### src/rtl/toggle_rx.sv
// Purpose : receive a toggle-signalling line, synchronise and optionally deglitch it,
//           and turn each accepted level change into a pulse, a pending flag and a count.
// Latency : i_tgl change -> o_level/o_pulse after SYNC_STAGES+FILTER_CYCLES+1 edges.
// Backpr. : none on the toggle line; an event arriving while still pending sets o_ovf.
//
// Ports:
//   clk       system clock, rising edge
//   i_rst_n   asynchronous active-low reset
//   i_sclr    synchronous clear (pending/ovf/count/filter; o_level re-aligned to the line)
//   i_tgl     asynchronous toggle line from the sender
//   i_ack     consumer acknowledge of the pending event
//   o_pulse   one-cycle strobe per accepted change
//   o_pending event received and not yet acknowledged
//   o_level   accepted (synchronised, filtered) level
//   o_ovf     sticky: an event arrived while one was still pending
//   o_count   accepted-event counter, wraps
module toggle_rx #(
  parameter logic INIT          = 1'b0,
  parameter int   SYNC_STAGES   = 2,
  parameter int   FILTER_CYCLES = 0,
  parameter int   CNT_WIDTH     = 8
) (
  input  logic                 clk,
  input  logic                 i_rst_n,
  input  logic                 i_sclr,
  input  logic                 i_tgl,
  input  logic                 i_ack,
  output logic                 o_pulse,
  output logic                 o_pending,
  output logic                 o_level,
  output logic                 o_ovf,
  output logic [CNT_WIDTH-1:0] o_count
);

  // ---------------------------------------------------------------------------
  // Synchroniser. Only the last stage is used downstream. It is not touched by
  // i_sclr so the line keeps being tracked across a clear.
  // ---------------------------------------------------------------------------
  logic [SYNC_STAGES-1:0] sync_q;
  logic [SYNC_STAGES-1:0] sync_d;
  logic                   s_q;

  assign sync_d = {sync_q[SYNC_STAGES-2:0], i_tgl};
  assign s_q    = sync_q[SYNC_STAGES-1];

  always_ff @(posedge clk or negedge i_rst_n) begin
    if (!i_rst_n) begin
      sync_q <= {SYNC_STAGES{INIT}};
    end else begin
      sync_q <= sync_d;
    end
  end

  // ---------------------------------------------------------------------------
  // Change qualification.
  // ---------------------------------------------------------------------------
  logic level_q;
  logic level_d;
  logic diff;
  logic accept;

  assign diff = s_q ^ level_q;

  if (FILTER_CYCLES == 0) begin : g_nofilt
    assign accept = diff;
  end else begin : g_filt
    localparam int FW = $clog2(FILTER_CYCLES + 1);
    localparam logic [FW-1:0] F_MAX = FW'(FILTER_CYCLES);

    logic [FW-1:0] fcnt_q;
    logic [FW-1:0] fcnt_d;

    // The counter saturates at F_MAX after F differing cycles; the change is
    // taken on the following edge if the line still differs. A level that
    // differs for F cycles or fewer never reaches that edge and is dropped.
    assign accept = diff && (fcnt_q == F_MAX);

    always_comb begin
      fcnt_d = fcnt_q;
      if (i_sclr || !diff || accept) begin
        fcnt_d = '0;
      end else begin
        fcnt_d = fcnt_q + FW'(1);
      end
    end

    always_ff @(posedge clk or negedge i_rst_n) begin
      if (!i_rst_n) begin
        fcnt_q <= '0;
      end else begin
        fcnt_q <= fcnt_d;
      end
    end
  end

  // ---------------------------------------------------------------------------
  // Event bookkeeping. i_sclr wins over an event due in the same cycle.
  // ---------------------------------------------------------------------------
  logic                 evt;
  logic                 pulse_q;
  logic                 pulse_d;
  logic                 pending_q;
  logic                 pending_d;
  logic                 ovf_q;
  logic                 ovf_d;
  logic [CNT_WIDTH-1:0] count_q;
  logic [CNT_WIDTH-1:0] count_d;

  assign evt = accept && !i_sclr;

  always_comb begin
    level_d   = level_q;
    pulse_d   = 1'b0;
    pending_d = pending_q;
    ovf_d     = ovf_q;
    count_d   = count_q;
    if (i_sclr) begin
      // Re-align to the synchronised line so the clear does not itself look
      // like a change on the next cycle.
      level_d   = s_q;
      pending_d = 1'b0;
      ovf_d     = 1'b0;
      count_d   = '0;
    end else if (evt) begin
      level_d   = s_q;
      pulse_d   = 1'b1;
      count_d   = count_q + CNT_WIDTH'(1);
      // A same-cycle ack consumes the previous event, so no overflow then.
      if (pending_q && !i_ack) begin
        ovf_d = 1'b1;
      end
      pending_d = 1'b1;
    end else if (i_ack) begin
      pending_d = 1'b0;
    end
  end

  always_ff @(posedge clk or negedge i_rst_n) begin
    if (!i_rst_n) begin
      level_q   <= INIT;
      pulse_q   <= 1'b0;
      pending_q <= 1'b0;
      ovf_q     <= 1'b0;
      count_q   <= '0;
    end else begin
      level_q   <= level_d;
      pulse_q   <= pulse_d;
      pending_q <= pending_d;
      ovf_q     <= ovf_d;
      count_q   <= count_d;
    end
  end

  assign o_pulse   = pulse_q;
  assign o_pending = pending_q;
  assign o_level   = level_q;
  assign o_ovf     = ovf_q;
  assign o_count   = count_q;

endmodule
### config.mk
export PLATFORM = sky130hd
export DESIGN_NAME = toggle_rx
export DESIGN_NICKNAME = d
export VERILOG_FILES = /design/src/rtl/toggle_rx.sv
export SDC_FILE = /design/constraint.sdc
export NUM_CORES = 1
export LEC_CHECK = 0
export CAP_MARGIN = 20
export CORE_AREA = 2 2 39 41
export CTS_CLUSTER_SIZE = 10
export DETAILED_ROUTE_END_ITERATION = 16
export DIE_AREA = 0 0 41 43
export PLACE_DENSITY_LB_ADDON = 0.08
export SETUP_SLACK_MARGIN = 0.05
export SLEW_MARGIN = 40
export SYNTH_ARGS = -nofsm -noshare
export SYNTH_HDL_FRONTEND = slang
export SYNTH_SLANG_ARGS = --single-unit
### constraint.sdc
create_clock -name clk -period 3.5 [get_ports clk]
set_clock_uncertainty 0.2 [all_clocks]
set_input_delay 0.7 -clock clk [delete_from_list [all_inputs] [get_ports clk]]
set_output_delay 0.7 -clock clk [all_outputs]
set_load 0.02 [all_outputs]
* Word level (Yosys, flattened, before mapping) *
Cells that the tools add are included.

storage, ports and cells
  bits in registers = 14
  input bits = 5
  output and inout port bits = 12
  word-level logic and storage cells = 28

operators by class
  add/sub/neg operators = 1
  mux-type cells = 12
  bitwise gates (word level) = 1
  reduce and logical (&&, ||, !) cells = 8

operators with widths
  kind                                                            number
  8-bit 2-to-1 mux                                                2
  1-bit 2-to-1 mux                                                10
  8-bit by 1-bit adder with 8-bit output (second input constant)  1
  2-bit nonzero test                                              2
  3-bit nonzero test                                              1
  1-bit logical AND                                               2
  1-bit zero test                                                 2
  2-bit AND reduction                                             1
  1-bit XOR                                                       1

* Logic depth before layout (Yosys ltp) *
Gate-level depths: netlist (run 1).

  depth after elaboration = 5
  gate-level depth with buffers = 4
  gate-level depth less buffers = 4

* Worst setup path before layout (run 1) *
No wires, ideal clock.

  kind = reg-to-reg
  from = register count_q[0] (netlist: o_count[0])
  to = register count_q[6] (netlist: o_count[6])
  arrival = 1.392 ns
  data required time = 3.222 ns
  setup slack = 1.830 ns
  cell stages (with the launch flop) = 5
  path buffers = 0
  period minus slack after synthesis = 1.670 ns
  cells stage by stage = dfrtp_1 -> ha_1 -> nand3_1 -> or4_1 -> a21oi_1

on the way
  cells in the longest elaborated chain, start to end = 3

RTL lines
  element                                 line  text
  start, declared                         106   logic [CNT_WIDTH-1:0] count_q;
  start signal, assigned                  150   count_q <= count_d;
  8-bit by 1-bit adder with 8-bit output  127   count_d = count_q + CNT_WIDTH'(1);
  8-bit 2-to-1 mux                        124   end else if (evt) begin
  8-bit 2-to-1 mux                        117   if (i_sclr) begin

No other way between the ends. The select of a mux whose other input is x is not followed.
A chain may end at the register's enable or synchronous reset.

* Worst setup path in the final report (run 1) *
  from = register count_q[0] (netlist: o_count[0])
  to = output port o_count[0]

RTL lines
  element        line  text
  end, declared  32    output logic [CNT_WIDTH-1:0] o_count

No word-level cell between the ends.

==> flow_summary.toml, run 1 <==
[outcome]
status = "complete, no violations"

[timing]
fmax_mhz = 447.1
maxSlewHeadroom_pct = 58.38
period_share_pct = 63.90
totalNegativeSetupSlack_ns = 0
hold_viol = 0
period_needed_ns = 2.237
worst_pin_slew_ns = 0.6223
rsz0062_at_grt = "false"
finalSetupViolCount = 0
slew_violations = 0

[yosys]
ys_types = 19
yosys.area.top_type = "dfrtp_1"
synth_top_family_by_area = "simple AND/OR/NAND/NOR gates"
synth_top_area_share_pct = 60.09
ys_seq_elements = 14
syn-cell-area_um2 = 583.1
synthMuxAreaShare_pct = 1.717
avgSynthCellArea_um2 = 10.80
yosys-top-cells-area = "dfrtp_1 60%, a21oi_1 6.9%, o31ai_1 3.9%"
synth_xor_area_share_pct = 1.502
yosysWarnings = 0
yosys.area_share.simple_pct = 16.09
seq_area_frac_synth_pct = 60.09
synthCells = 54
synth_compound_area_share_pct = 15.02
synth_fa_ha_area_share_pct = 2.146
synth_nets = 60

[floorplan]
start_util_pct = 42.13
core_um2 = 1384
die_h_um = 43
rows = 14
num_io_pins = 17
die-area_um2 = 1763
die_x_um = 41

[clock_network]
ctsLongestPathBuffers = 2
cts.sinks = 14
cts_tree = "yes"
cts_buffers = 3
htreeDepth = 1
clk_pin_slew_ns = 0.08
cts_root_buf = "clkbuf_4"
worstSkewPairLatency_ns = 0.27
cts_setup_buffers = 0
post_cts_resize_count = 0
hold_buffers = 0

[final_layout]
area_delta_synth_final_pct = 36.27
fin_util_pct = 57.41
drive_gt1_share_pct = 9.722
fin_nets = 79
diodes = 0

[power_and_ir_drop]
ir_drop_mv = 0.1965
p_leak_nw = 0.3192
p_per_area_nw_per_um2 = 420.5

[drt]
vias = 474
drt_wl_total_um = 1125
antenna_left = 0
wl_per_cell_um = 12.78
drt_iter0_drc = 10
route.detailed.drc = 0
dr.pass1.iters = 3
vias_per_cell = 5.386

[worst_hold_path]
hp-class = "reg -> reg"

[grt]
overflow = 0
grt_pass1_vias = 413
grt_start_max_net_pins = 19
track_usage_pct = 16.05
antenna_found_initial = 0
grt_pass1_wl_um = 1904

[worst_setup_path]
crit_path_max_fanout = 6
setup.worst_path.start_class = "flip-flop"
slowest_stage = "clkdlybuf4s50_1"
worstPathCellList = "clkdlybuf4s50_1"
crit_type = "reg -> out"
endpoint_kind = "primary output"
crit_arrival_ns = 1.34
crit_buf_inv = 1
crit_family = "buffers and inverters"
critPathRequiredTime_ns = 2.60
critPathMaxStageDelay_ns = 0.63

[place]
portBuffers = 16
dpl.hpwl_um = 782.8
globalplace.congestion = 0.6199

[job]
maxCapViolations = 0
final timing paths:
check,start,endpoint,slack [ns],depth (start not counted)
setup / recovery,o_count[0]$_DFFE_PN0P_,o_count[0],1.26,1
hold / removal,sync_q[0]$_DFF_PN0_,sync_q[1]$_DFF_PN0_,0.18,0
setup reg to reg,o_count[0]$_DFFE_PN0P_,o_count[6]$_DFFE_PN0P_,1.83,4
hold reg to reg,sync_q[0]$_DFF_PN0_,sync_q[1]$_DFF_PN0_,0.18,0
max in group asynchronous,i_rst_n,o_ovf$_DFFE_PN0P_,2.09,1
min in group asynchronous,i_rst_n,o_count[5]$_DFFE_PN0P_,0.61,1
sequential cells by signal, indices dropped and copies added (netlist names):
signal / flops
o_pulse: 1
o_count: 8
o_ovf: 1
o_pending: 1
sync_q: 2
o_level: 1
metal layers:
layer	routed length [um]	GRT usage [%]	vias up
li1	-	-	234
met1	542	24.23	228
met2	525	20.31	10
met3	45	3.141	2
met4	11	10.00	0
met5	0	0	-
synth_stat cells, drive strengths merged:
master	n
o31ai	3
mux2i	1
nand2	2
ha	1
xnor2	1
nand2b	1
nand3	3
o21ai	3
a21oi	8
nand4	1
inv	2
nor2	3
or4	3
or3	3
or2	1
dfrtp	14
clkbuf	2
buf	1
o21ba	1
logic make-up (layout without fill, tap and decap cells):
logic type,after synthesis,after routing
flops,14,14
compound gates,15,15
mux,1,1
fa+ha+maj,1,1
simple gates,17,17
xor+xnor,1,1
buf+inv,5,23
power breakdown:
part           internal [W]  leakage [nW]  switching, W  total [W]
combinational     0.0000211         0.114     0.0000236  0.0000446
sequential         0.000168         0.185    0.00000554   0.000174
clock             0.0000632        0.0210     0.0000523   0.000115
total              0.000253         0.319     0.0000814   0.000334
area by class of cell:
cell class	count	area [um^2]
flip-flops and latches	14	350.3
multi-input cells	35	212.7
inverters	2	7.507
well taps	16	20.02
repair buffers	17	167.7
fillers	136	589.3
clock buffers	4	36.28
per-stage QoR:
step	cell area [um^2]	power, W	std cells	hold WS, ns	worst slack [ns]
floorplan	583.1	0.0001989	54	0.1312	1.830
global placement	758.2	0.0002215	84	0.1349	1.550
detailed placement	758.2	0.0002224	84	0.1590	1.552
CTS	794.5	0.0003390	88	0.1786	1.244
global route	794.5	0.0003519	88	0.2034	1.206
finish	794.5	0.0003341	88	0.1751	1.263
placed cells by master (no fill, tap or decap):
| cell | instances |
|---|---|
| nand3_1 | 3 |
| clkbuf_4 | 3 |
| nand4_1 | 1 |
| clkdlybuf4s50_1 | 16 |
| a21oi_1 | 8 |
| nor2_1 | 3 |
| or4_1 | 3 |
| buf_4 | 1 |
| inv_1 | 2 |
| o21ai_0 | 3 |
| o31ai_1 | 3 |
| o21ba_2 | 1 |
| mux2i_1 | 1 |
| xnor2_1 | 1 |
| or2_2 | 1 |
| clkbuf_8 | 1 |
| ha_1 | 1 |
| dfrtp_1 | 14 |
| nand2b_1 | 1 |
| or3_1 | 3 |
| nand2_1 | 2 |
Power figures use the tool's default switching activity.
==> run 2, diff against run 1 <==
--- a/config.mk
+++ b/config.mk
@@ -6,10 +6,10 @@
 export NUM_CORES = 1
 export LEC_CHECK = 0
 export CAP_MARGIN = 20
-export CORE_AREA = 2 2 39 41
+export CORE_MARGIN = 2
+export CORE_UTILIZATION = 44
 export CTS_CLUSTER_SIZE = 10
 export DETAILED_ROUTE_END_ITERATION = 16
-export DIE_AREA = 0 0 41 43
 export PLACE_DENSITY_LB_ADDON = 0.08
 export SETUP_SLACK_MARGIN = 0.05
 export SLEW_MARGIN = 40
==> constraint.sdc (replaced) <==
create_clock -name clk -period 2.25 [get_ports clk]
set_clock_uncertainty 0.2 [all_clocks]
set_input_delay 0.45 -clock clk [delete_from_list [all_inputs] [get_ports clk]]
set_output_delay 0.45 -clock clk [all_outputs]
set_load 0.02 [all_outputs]
==> flow_summary.toml, run 2 (synthesized netlist as in run 1, its figures left out) <==
[drt]
drt_wl_total_um = 1062
vias = 459
dr.pass1.iters = 2
drt_iter0_drc = 4
vias_per_cell = 5.337
route.detailed.drc = 0
antenna_left = 0
wl_per_cell_um = 12.35

[floorplan]
num_io_pins = 17
rows = 13
die_x_um = 40.40
die-area_um2 = 1632
core_um2 = 1269
die_h_um = 40.40
start_util_pct = 45.96

[outcome]
status = "complete, no violations"

[place]
portBuffers = 16
globalplace.congestion = 0.6387
post-place-cells = 83

[job]
maxCapViolations = 0

[timing]
worst_pin_slew_ns = 0.6055
finalSetupViolCount = 0
period_share_pct = 88.31
maxSlewHeadroom_pct = 59.51
rsz0062_at_grt = "false"
fmax_mhz = 503.3
hold_viol = 0
totalNegativeSetupSlack_ns = 0
hold_slack_ns = 0.1575
slew_violations = 0
period_needed_ns = 1.987

[clock_network]
htreeDepth = 1
worstSkewPairLatency_ns = 0.27
hold_buffers = 0
cts_root_buf = "clkbuf_4"
cts_tree = "yes"
cts_buffers = 3
cts_setup_buffers = 0
ctsLongestPathBuffers = 2
post_cts_resize_count = 0
clk_pin_slew_ns = 0.07
cts.sinks = 14

[worst_setup_path]
setup.worst_path.start_class = "flip-flop"
rr_worst_depth = 4
crit_type = "reg -> out"
worst_r2r_endpoint = "o_count[6]$_DFFE_PN0P_"
critPathRequiredTime_ns = 1.60
slowest_stage = "clkdlybuf4s50_1"
rrSetupSlack_ns = 0.59
worstPathCellList = "clkdlybuf4s50_1"
crit_path_max_fanout = 6
critPathMaxStageDelay_ns = 0.64
crit_arrival_ns = 1.34
endpoint_kind = "primary output"
crit_buf_inv = 1
r2r_start = "o_count[0]$_DFFE_PN0P_"
crit_family = "buffers and inverters"

[final_layout]
instances_no_fill = 86
drive_gt1_share_pct = 8.451
diodes = 0
fin_nets = 79
mostFrequentLayoutCells = "16 x clkdlybuf4s50_1, 14 x dfrtp_1, 8 x a21oi_1"
n_fill_cell = 122
final_common_cell = "clkdlybuf4s50_1"
largest_reg_flops = 8
area_delta_synth_final_pct = 33.69

[grt]
grt_start_max_net_pins = 19
met3_usage_pct = 8.333
gr-usage-met2_pct = 23.81
track_usage_pct = 17.29
grt_pass1_vias = 374
overflow = 0
antenna_found_initial = 0
met1_usage_pct = 21.68
grt_most_used_layer = "met2"
grt_pass1_wl_um = 1725

[worst_hold_path]
hold_end = "sync_q[1]$_DFF_PN0_"
hp-class = "reg -> reg"
hp-start = "sync_q[0]$_DFF_PN0_"
hold_depth = 0

[power_and_ir_drop]
ir_drop_mv = 0.4167
p_per_area_nw_per_um2 = 604.2
p_leak_nw = 0.3120
-- run 2: cell count changes in the layout (fill, tap and decap cells not counted), sizes merged --
cell / previous run / this run
clkbuf: 4 / 3
-- run 2: how the worst max path moves through the flow --
| stage | start | end | depth (start not counted) |
|---|---|---|---|
| floorplan | o_count[0]$_DFFE_PN0P_ | o_count[6]$_DFFE_PN0P_ | 4 |
| global placement | o_count[2]$_DFFE_PN0P_ | o_count[2] | 1 |
| detailed placement | o_count[2]$_DFFE_PN0P_ | o_count[2] | 1 |
| CTS | o_count[2]$_DFFE_PN0P_ | o_count[2] | 1 |
| global route | o_count[0]$_DFFE_PN0P_ | o_count[0] | 1 |
| finish | o_count[0]$_DFFE_PN0P_ | o_count[0] | 1 |
-- run 2: power by group --
group	switching, W	internal (W)	leakage [nW]
Sequential	0.00000912	0.000262	0.185
Clock	0.0000693	0.0000619	0.0138
Combinational	0.0000362	0.0000325	0.114
Total	0.000115	0.000356	0.312
-- run 2: layout make-up --
type | count | area (um^2) | area share (%)
clock buffer | 3 | 22.52 | 2.889
sequential | 14 | 350.3 | 44.94
timing repair buffer | 17 | 167.7 | 21.51
inverter | 2 | 7.507 | 0.9631
multi-input combinational | 35 | 212.7 | 27.29
tap | 15 | 18.77 | 2.408
-- run 2: metal layers --
| layer | up-vias | wire (um) |
|---|---|---|
| met1 | 218 | 499 |
| met4 | 0 | 0 |
| li1 | 229 | - |
| met3 | 0 | 54 |
| met2 | 12 | 507 |
| met5 | - | 0 |
-- run 2: through the flow --
step                      total power, W  worst slack (ns)  instance area (um^2)  utilization (%)
after CTS                      0.0004787            0.2548                 779.5            61.44
after floorplan                0.0003095            0.5795                 583.1                -
after detailed placement       0.0003452            0.5656                 757.0            59.66
final                          0.0004709            0.2631                 779.5            61.44
after global placement         0.0003438            0.5591                 757.0            59.66
after global routing           0.0005017            0.1854                 779.5            61.44
